**src/rtl/spi_slave_rx_if.sv**
```systemverilog
// Signal bundle between the SPI pin front end and the register/command decoder side.
// The slave modport is the front end itself; master is whoever drives the pins and reply data.
interface spi_slave_rx_if #(
    parameter int unsigned WIDTH     = 8,
    parameter int unsigned CNT_WIDTH = 8
);
    logic                 sck;
    logic                 mosi;
    logic                 cs;
    logic                 miso;
    logic                 miso_oe;
    logic [WIDTH-1:0]     rx_data;
    logic                 rx_valid;
    logic [WIDTH-1:0]     tx_data;
    logic                 tx_load;
    logic [WIDTH-1:0]     frame_data;
    logic [CNT_WIDTH-1:0] frame_words;
    logic                 frame_err;
    logic                 frame_valid;
    logic                 busy;

    modport slave (
        input  sck, mosi, cs, tx_data,
        output miso, miso_oe, rx_data, rx_valid, tx_load,
        output frame_data, frame_words, frame_err, frame_valid, busy
    );

    modport master (
        output sck, mosi, cs, tx_data,
        input  miso, miso_oe, rx_data, rx_valid, tx_load,
        input  frame_data, frame_words, frame_err, frame_valid, busy
    );
endinterface

```
**src/rtl/spi_slave_rx.sv**
```systemverilog
// SPI slave front end: oversamples raw SCK/MOSI/CS in the clk domain, assembles words,
// reports per-word strobes and a per-frame summary, and shifts reply words out on MISO.
module spi_slave_rx #(
    parameter int unsigned WIDTH       = 8,
    parameter int unsigned CPOL        = 0,
    parameter int unsigned CPHA        = 1,
    parameter int unsigned MSB_FIRST   = 1,
    parameter int unsigned SYNC_STAGES = 2,
    parameter int unsigned CNT_WIDTH   = 8
) (
    input logic           clk,
    input logic           rst,
    spi_slave_rx_if.slave bus
);

    localparam int unsigned BitW       = $clog2(WIDTH);
    localparam bit          SampleRise = (CPOL == CPHA);
    localparam bit          MsbFirst   = (MSB_FIRST != 0);

    typedef enum logic [1:0] {StUnarmed, StIdle, StFrame} state_e;

    state_e                 state_q, state_d;
    logic [SYNC_STAGES-1:0] sck_sync_q, mosi_sync_q, cs_sync_q;
    logic                   sck_d_q, cs_d_q;
    logic [BitW-1:0]        bit_cnt_q, bit_cnt_d;
    logic [CNT_WIDTH-1:0]   word_cnt_q, word_cnt_d;
    logic [WIDTH-1:0]       rx_shift_q, rx_shift_d;
    logic [WIDTH-1:0]       tx_shift_q, tx_shift_d;
    logic [WIDTH-1:0]       last_word_q, last_word_d;
    logic [WIDTH-1:0]       rx_data_q, rx_data_d;
    logic                   rx_valid_q, rx_valid_d;
    logic [WIDTH-1:0]       frame_data_q, frame_data_d;
    logic [CNT_WIDTH-1:0]   frame_words_q, frame_words_d;
    logic                   frame_err_q, frame_err_d;
    logic                   frame_valid_q, frame_valid_d;
    logic                   tx_load;

    logic sck_s, mosi_s, cs_s;
    logic edge_en, sample_evt, shift_evt;

    assign sck_s  = sck_sync_q[SYNC_STAGES-1];
    assign mosi_s = mosi_sync_q[SYNC_STAGES-1];
    assign cs_s   = cs_sync_q[SYNC_STAGES-1];

    // Armed covers both idle and in-frame; a mid-frame reset stays unarmed until CS is seen high.
    assign edge_en    = !cs_d_q && (state_q != StUnarmed);
    assign sample_evt = edge_en && (SampleRise ? (sck_s && !sck_d_q) : (!sck_s && sck_d_q));
    assign shift_evt  = edge_en && (SampleRise ? (!sck_s && sck_d_q) : (sck_s && !sck_d_q));

    always_ff @(posedge clk or posedge rst) begin
        if (rst) begin
            sck_sync_q  <= '0;
            mosi_sync_q <= '0;
            cs_sync_q   <= '0;
            sck_d_q     <= 1'b0;
            cs_d_q      <= 1'b0;
        end else begin
            sck_sync_q  <= {sck_sync_q[SYNC_STAGES-2:0], bus.sck};
            mosi_sync_q <= {mosi_sync_q[SYNC_STAGES-2:0], bus.mosi};
            cs_sync_q   <= {cs_sync_q[SYNC_STAGES-2:0], bus.cs};
            sck_d_q     <= sck_s;
            cs_d_q      <= cs_s;
        end
    end

    always_ff @(posedge clk or posedge rst) begin
        if (rst) begin
            state_q       <= StUnarmed;
            bit_cnt_q     <= '0;
            word_cnt_q    <= '0;
            rx_shift_q    <= '0;
            tx_shift_q    <= '0;
            last_word_q   <= '0;
            rx_data_q     <= '0;
            rx_valid_q    <= 1'b0;
            frame_data_q  <= '0;
            frame_words_q <= '0;
            frame_err_q   <= 1'b0;
            frame_valid_q <= 1'b0;
        end else begin
            state_q       <= state_d;
            bit_cnt_q     <= bit_cnt_d;
            word_cnt_q    <= word_cnt_d;
            rx_shift_q    <= rx_shift_d;
            tx_shift_q    <= tx_shift_d;
            last_word_q   <= last_word_d;
            rx_data_q     <= rx_data_d;
            rx_valid_q    <= rx_valid_d;
            frame_data_q  <= frame_data_d;
            frame_words_q <= frame_words_d;
            frame_err_q   <= frame_err_d;
            frame_valid_q <= frame_valid_d;
        end
    end

    always_comb begin
        state_d       = state_q;
        bit_cnt_d     = bit_cnt_q;
        word_cnt_d    = word_cnt_q;
        rx_shift_d    = rx_shift_q;
        tx_shift_d    = tx_shift_q;
        last_word_d   = last_word_q;
        rx_data_d     = rx_data_q;
        rx_valid_d    = 1'b0;
        frame_data_d  = frame_data_q;
        frame_words_d = frame_words_q;
        frame_err_d   = frame_err_q;
        frame_valid_d = 1'b0;
        tx_load       = 1'b0;

        unique case (state_q)
            StUnarmed: begin
                if (cs_s) state_d = StIdle;
            end
            StIdle: begin
                if (!cs_s && cs_d_q) begin
                    state_d    = StFrame;
                    bit_cnt_d  = '0;
                    word_cnt_d = '0;
                    tx_shift_d = bus.tx_data;
                    tx_load    = 1'b1;
                end
            end
            StFrame: ;
            default: state_d = StUnarmed;
        endcase

        if (sample_evt) begin
            rx_shift_d = MsbFirst ? {rx_shift_q[WIDTH-2:0], mosi_s}
                                  : {mosi_s, rx_shift_q[WIDTH-1:1]};
            if (bit_cnt_q == BitW'(WIDTH - 1)) begin
                bit_cnt_d   = '0;
                rx_data_d   = rx_shift_d;
                rx_valid_d  = 1'b1;
                last_word_d = rx_shift_d;
                if (word_cnt_q != '1) word_cnt_d = word_cnt_q + 1'b1;
            end else begin
                bit_cnt_d = bit_cnt_q + 1'b1;
            end
        end

        // At bit 0 of the first word (CPHA=1 leading edge) hold, so the first reply bit survives.
        if (shift_evt) begin
            if (bit_cnt_q == '0) begin
                if (word_cnt_q != '0) begin
                    tx_shift_d = bus.tx_data;
                    tx_load    = 1'b1;
                end
            end else begin
                tx_shift_d = MsbFirst ? {tx_shift_q[WIDTH-2:0], 1'b0}
                                      : {1'b0, tx_shift_q[WIDTH-1:1]};
            end
        end

        // Close after the sample path so a coincident final bit is counted in the summary.
        if (state_q == StFrame && cs_s && !cs_d_q) begin
            state_d       = StIdle;
            frame_words_d = word_cnt_d;
            frame_err_d   = (bit_cnt_d != '0);
            if (word_cnt_d != '0) frame_data_d = last_word_d;
            frame_valid_d = 1'b1;
        end
    end

    assign bus.miso        = MsbFirst ? tx_shift_q[WIDTH-1] : tx_shift_q[0];
    assign bus.miso_oe     = (state_q == StFrame);
    assign bus.busy        = (state_q == StFrame);
    assign bus.rx_data     = rx_data_q;
    assign bus.rx_valid    = rx_valid_q;
    assign bus.tx_load     = tx_load;
    assign bus.frame_data  = frame_data_q;
    assign bus.frame_words = frame_words_q;
    assign bus.frame_err   = frame_err_q;
    assign bus.frame_valid = frame_valid_q;

endmodule
```
**src/flat_wrapper.sv**
```systemverilog
// flat-port wrapper written by rule: the top's interface ports become plain ports
module spi_slave_rx_flat 
#(
    parameter int unsigned WIDTH       = 8,
    parameter int unsigned CPOL        = 0,
    parameter int unsigned CPHA        = 1,
    parameter int unsigned MSB_FIRST   = 1,
    parameter int unsigned SYNC_STAGES = 2,
    parameter int unsigned CNT_WIDTH   = 8
)
  (clk, rst, bus_sck, bus_mosi, bus_cs, bus_tx_data, bus_miso, bus_miso_oe, bus_rx_data, bus_rx_valid, bus_tx_load, bus_frame_data, bus_frame_words, bus_frame_err, bus_frame_valid, bus_busy);
  spi_slave_rx_if #(.WIDTH(WIDTH), .CNT_WIDTH(CNT_WIDTH)) bus_i ();
  input logic clk;
  input logic rst;
  input wire logic [$bits(bus_i.sck)-1:0] bus_sck;
  input wire logic [$bits(bus_i.mosi)-1:0] bus_mosi;
  input wire logic [$bits(bus_i.cs)-1:0] bus_cs;
  input wire logic [$bits(bus_i.tx_data)-1:0] bus_tx_data;
  output wire logic [$bits(bus_i.miso)-1:0] bus_miso;
  output wire logic [$bits(bus_i.miso_oe)-1:0] bus_miso_oe;
  output wire logic [$bits(bus_i.rx_data)-1:0] bus_rx_data;
  output wire logic [$bits(bus_i.rx_valid)-1:0] bus_rx_valid;
  output wire logic [$bits(bus_i.tx_load)-1:0] bus_tx_load;
  output wire logic [$bits(bus_i.frame_data)-1:0] bus_frame_data;
  output wire logic [$bits(bus_i.frame_words)-1:0] bus_frame_words;
  output wire logic [$bits(bus_i.frame_err)-1:0] bus_frame_err;
  output wire logic [$bits(bus_i.frame_valid)-1:0] bus_frame_valid;
  output wire logic [$bits(bus_i.busy)-1:0] bus_busy;
  assign bus_i.sck = bus_sck;
  assign bus_i.mosi = bus_mosi;
  assign bus_i.cs = bus_cs;
  assign bus_i.tx_data = bus_tx_data;
  assign bus_miso = bus_i.miso;
  assign bus_miso_oe = bus_i.miso_oe;
  assign bus_rx_data = bus_i.rx_data;
  assign bus_rx_valid = bus_i.rx_valid;
  assign bus_tx_load = bus_i.tx_load;
  assign bus_frame_data = bus_i.frame_data;
  assign bus_frame_words = bus_i.frame_words;
  assign bus_frame_err = bus_i.frame_err;
  assign bus_frame_valid = bus_i.frame_valid;
  assign bus_busy = bus_i.busy;
  spi_slave_rx #(.WIDTH(WIDTH), .CPOL(CPOL), .CPHA(CPHA), .MSB_FIRST(MSB_FIRST), .SYNC_STAGES(SYNC_STAGES), .CNT_WIDTH(CNT_WIDTH)) u_core (.clk(clk), .rst(rst), .bus(bus_i));
endmodule
```
**config.mk**
```make
export PLATFORM = sky130hd
export DESIGN_NAME = spi_slave_rx_flat
export DESIGN_NICKNAME = d
export VERILOG_FILES = /design/src/rtl/spi_slave_rx_if.sv /design/src/rtl/spi_slave_rx.sv /design/src/flat_wrapper.sv
export SDC_FILE = /design/constraint.sdc
export NUM_CORES = 1
export LEC_CHECK = 0
export BUFFER_PORTS_ARGS = -buffer_cell sky130_fd_sc_hd__buf_4
export CORE_ASPECT_RATIO = 0.5
export CORE_MARGIN = 4
export CORE_UTILIZATION = 45
export CTS_CLUSTER_SIZE = 14
export DETAILED_ROUTE_END_ITERATION = 10
export GPL_TIMING_DRIVEN = 0
export PLACE_DENSITY_LB_ADDON = 0.15
export SETUP_SLACK_MARGIN = 0.1
export SLEW_MARGIN = 20
export SYNTH_ARGS = -nofsm -noshare
export SYNTH_HDL_FRONTEND = slang
export SYNTH_SLANG_ARGS = --single-unit
export TNS_END_PERCENT = 5
```
**constraint.sdc**
```tcl
create_clock -name clk -period 3.47 [get_ports clk]
set_input_delay 0.8675 -clock clk [delete_from_list [all_inputs] [get_ports clk]]
set_output_delay 0.8675 -clock clk [all_outputs]
set_load 0.03 [all_outputs]
```
### Word-level counts from Yosys, hierarchy flattened

Cells that the tools add are included.

* bits in latches: 0
* input port bits: 13
* output and inout port bits: 31
* memories kept: 0
* bits in writable memories: 0
* logic and storage cells: 75
* memory bits (read-only): 0
* register bits after elaboration: 71

* reduce and logical (&&, ||, !) cells: 21
* bitwise gates (word level): 0
* multipliers: 0
* shift operators: 0
* eq/ne operators: 7
* $add $sub $neg: 2
* divide/modulo/power cells: 0
* order comparisons: 0
* mux-type cells: 28

Operators by type and width (number)
* 2-to-1 mux 8 bit: 12
* nonzero test 8 bit: 2
* 2-to-1 mux 3 bit: 4
* adder 8 x 1 -> 8 bit, second input constant: 1
* logical AND 1 bit: 8
* 2-to-1 mux 1 bit: 8
* inequality test 8 bit, second input constant: 1
* 2-to-1 mux 2 bit: 3
* inequality test 3 x 1 -> 1 bit, second input constant: 2
* case mux 2 bit (3 select lines): 1
* zero test 1 bit: 4
* AND reduction 2 bit: 2
* adder 3 x 1 -> 3 bit, second input constant: 1
* equality test 3 bit, second input constant: 1
* zero test 3 bit: 1
* AND reduction 3 bit: 1
* nonzero test 3 bit: 1
* equality test 2 x 1 -> 1 bit, second input constant: 1
* equality test 2 bit, second input constant: 1
* zero test 2 bit: 1
* inequality test 2 x 1 -> 1 bit, second input constant: 1
* nonzero test 2 bit: 1

### Depth between registers and ports, before layout

* word-level depth: 9
* depth in mapped cells: 11
* gate-level depth less buffers: 9

### Least setup slack after synthesis

OpenSTA, ideal clock, no wires.

* path kind: register to output
* from: register u_core.cs_d_q
* to: output port bus_tx_load
* cell stages (with the launch flop): 8
* required time: 2.602 ns
* path slack: 0.680 ns
* buffers on the path: 2
* arrival time: 1.923 ns
* cells stage by stage: dfrtp_1 o21bai_4 or3b_1 clkbuf_1 nor2b_1 clkbuf_1 inv_1 o21ai_1

* word-level cells in the longest chain between the ends: 6

RTL lines
* start, declared: RTL line spi_slave_rx.sv:24 `logic sck_d_q, cs_d_q;`
* start signal, assigned: RTL line spi_slave_rx.sv:62 `cs_d_q <= cs_s;`
* logical AND 1 bit: RTL line spi_slave_rx.sv:116 `if (!cs_s && cs_d_q) begin`
* 2-to-1 mux 1 bit: RTL line spi_slave_rx.sv:116
* 2-to-1 mux 1 bit: RTL line spi_slave_rx.sv:111 `unique case (state_q)`
* 2-to-1 mux 1 bit: RTL line spi_slave_rx.sv:145 `if (word_cnt_q != '0) begin`
* 2-to-1 mux 1 bit: RTL line spi_slave_rx.sv:144 `if (bit_cnt_q == '0) begin`
* 2-to-1 mux 1 bit *: RTL line spi_slave_rx.sv:143 `if (shift_evt) begin`
* end, declared: RTL line flat_wrapper.sv:23 `output wire logic [$bits(bus_i.tx_load)-1:0] bus_tx_load;`

Every way passes the cells marked *; elsewhere a longest branch is shown, timed or not.

### Worst setup path in the final report

Ends and elaborated chain as after synthesis.

==> impl_metrics.tcl <==
set metrics [dict create \
    syn-cell-area_um2 3240 \
    cts.repair.resized 0 \
    synth_edf_count 0 \
    fin_skew_ns 0.00714 \
    yosysMostFrequentCell "dfrtp_1" \
    overflow 0 \
    synth.net_count 299 \
    fill_cells 574 \
    synth_top_area_share_pct 54.8 \
    postPlaceCellArea_um2 3700 \
    yosys-top-cells-count "dfrtp_1 (71), nand2_1 (59), nor2_1 (17)" \
    first_global_vias 2211 \
    antenna_found_initial 0 \
    hold_class "flip-flop to flip-flop" \
    async_reset_ff_share_pct 100 \
    ctsHoldBuffers 0 \
    grt_pass1_wl_mm 10.9 \
    die_area_um2 8710 \
    cts_buffers 9 \
    drv_slew 0 \
    clock.fmax_ghz 0.320 \
    path_clk_slew_ns 0.05 \
    fp.dieH_um 68.0 \
    initial_core_util_pct 47.4 \
    relSlewSlack_pct 59.5 \
    multiInputGateArea_um2 1330 \
    grt_max_degree 42 \
    maxCapViolations 0 \
    layout.nets 354 \
    core_um2 6830 \
    die_x_um 128 \
    std_cell_rows 21 \
    via_per_inst 5.00 \
    rsz0062_at_grt "false" \
    synthCells 281 \
    drt-total-wl_mm 6.36 \
    num_antenna_cells 0 \
    fin_total_pwr_mw 2.28 \
    status "complete, no violations" \
    critical_path.max_fanout 9 \
    synth-seq-cells 71 \
    route.detailed.drc 0 \
    tightest_slew_ns 0.608 \
    finalInstanceArea_um2 4000 \
    clock-sinks 71 \
    cts_setup_buffers 0 \
    cts_buffer_depth 2 \
    place_congestion 0.819 \
    layout-drive-gt1-share_pct 31.4 \
    setup_violations 0 \
    cts_max_level 3 \
    synth.distinct_cells 49 \
    vias 2166 \
    syn2layout_area_growth_pct 23.5 \
    ys_warn_count 0 \
    synth_top_flop_cell "dfrtp_1" \
    dp_hpwl_mm 4.51 \
    drtPass1Iterations 4 \
    end_kind "output port" \
    seq_area_frac_synth_pct 54.8 \
    worst_ir_drop_vdd_mv 0.310 \
    finalCriticalPeriod_ns 3.12 \
    p_leak_nw 2.01 \
    yosysTopAreaCell "dfrtp_1" \
    grtUsageTotal_pct 16.6 \
    drt-initial-drc-count 73 \
    clk_latency_ns 0.33 \
    hold_viol_final 0 \
    power_density_nw_per_um2 570 \
    period_share_pct 89.9 \
    start_kind "flip-flop" \
    ios 44 \
    yosys-top-cells-area "dfrtp_1 (55%), nand2_1 (6.8%), mux2i_1 (4.9%)" \
    tns_ns 0 \
    wire_per_inst_um 14.7 \
    cp.arrival_ns 2.25 \
    drtAntennaViolNets 0 \
    final-seq-area_um2 1780 \
    cts_tree "built" \
    portBuffers 43 \
    cp.required_ns 2.60 \
    path_class "flip-flop to output port" \
    root_buffer "clkbuf_16" \
    syn_area_per_cell_um2 11.5 \
]
[cells by family after synthesis]
family / count (synthesis) / share of synthesized area [%]
compound gates: 35 / 9.23
xor+xnor: 3 / 0.811
simple gates: 104 / 15.9
fa+ha+maj: 5 / 1.93
buf+inv: 26 / 4.13
mux: 37 / 13.2
flops: 71 / 54.8
[metal layers]
layer  track usage [%]  wire (um)  vias up
li1                  -          -     1075
met1              21.7       3030     1047
met2              25.4       2980       42
met3              6.70        323        2
met4              5.95         23        0
met5                 0          0        -
[per-stage QoR]
step	instances	hold slack [ns]	setup WS [ns]	util, %
floorplan	281	0.331	0.680	-
global placement	416	0.334	0.00319	53.8
detailed placement	417	0.338	0.594	54.2
CTS	433	0.351	0.226	58.6
global route	433	0.356	0.192	58.6
finish	433	0.350	0.349	58.6
[placed cells by master (no fill, tap or decap), types with 2 or more instances in the layout]
cell type	Yosys	routed
mux2_4	8	8
dfrtp_1	71	71
clkinv_2	0	2
clkbuf_1	6	6
nor2b_1	3	3
o21ai_1	2	2
nand2_1	59	59
a221oi_1	6	6
or2_1	2	2
inv_1	10	9
or3_1	2	2
buf_6	3	3
and3_1	2	2
buf_2	4	4
xor2_1	2	2
and4_1	2	2
nand4_1	2	2
a21oi_2	3	3
ha_1	5	5
mux2_2	13	13
mux2i_1	16	16
clkinv_4	0	2
nand3_2	2	2
clkbuf_16	0	9
nor3_1	4	4
a21o_1	2	2
nor4_4	2	2
a21oi_1	5	5
o21ai_0	6	6
buf_4	1	44
nor2_1	17	17
[registers in the layout (all words and copies together), names as in the netlist]
name,cells
u_core.bit_cnt_q,3
u_core.state_q,2
u_core.cs_sync_q,2
u_core.bus.frame_data,8
u_core.sck_d_q,1
u_core.sck_sync_q,2
u_core.bus.frame_err,1
u_core.mosi_sync_q,2
u_core.rx_shift_q,7
u_core.word_cnt_q,8
u_core.bus.rx_valid,1
u_core.tx_shift_q,8
u_core.bus.frame_valid,1
u_core.cs_d_q,1
u_core.last_word_q,8
u_core.bus.rx_data,8
u_core.bus.frame_words,8
[report_power, final]
group / internal, mW / leakage (nW) / switching, mW
Combinational: 0.167 / 0.928 / 0.186
Clock: 0.575 / 0.149 / 0.328
Sequential: 0.944 / 0.933 / 0.0816
[worst paths after layout]
path / cells after the start / slack [ns] / endpoint / start
worst min register to register: 0 / 0.35 / u_core.sck_sync_q[1] / u_core.sck_sync_q[0]
worst min-delay path: 0 / 0.35 / u_core.sck_sync_q[1] / u_core.sck_sync_q[0]
worst max register to register: 8 / 0.82 / u_core.bus.frame_data[0] / u_core.bit_cnt_q[0]
worst max-delay path: 8 / 0.35 / bus_tx_load / u_core.cs_d_q
min in group asynchronous: 2 / 0.53 / u_core.bus.frame_data[1] / rst
max in group asynchronous: 3 / 2.40 / u_core.tx_shift_q[3] / rst
[critical path, cell delays in order, from the launching register on]
cell and delay, ns:
dfrtp_1 0.39, o21bai_4 0.21, or3b_1 0.37, clkbuf_1 0.22, nor2b_1 0.15, clkbuf_2 0.19
inv_1 0.06, o21ai_1 0.16, buf_4 0.18
[area by class of cell]
type / instances / area share [%]
Buffer: 15 / 2.22
Clock buffer: 11 / 6.06
Clock inverter: 5 / 1.44
Inverter: 11 / 1.22
Multi-Input combinational cell: 184 / 33.2
Sequential cell: 71 / 44.4
Tap cell: 92 / 2.88
Timing Repair Buffer: 44 / 8.57
Note: power is estimated with default switching activity, not from simulation.
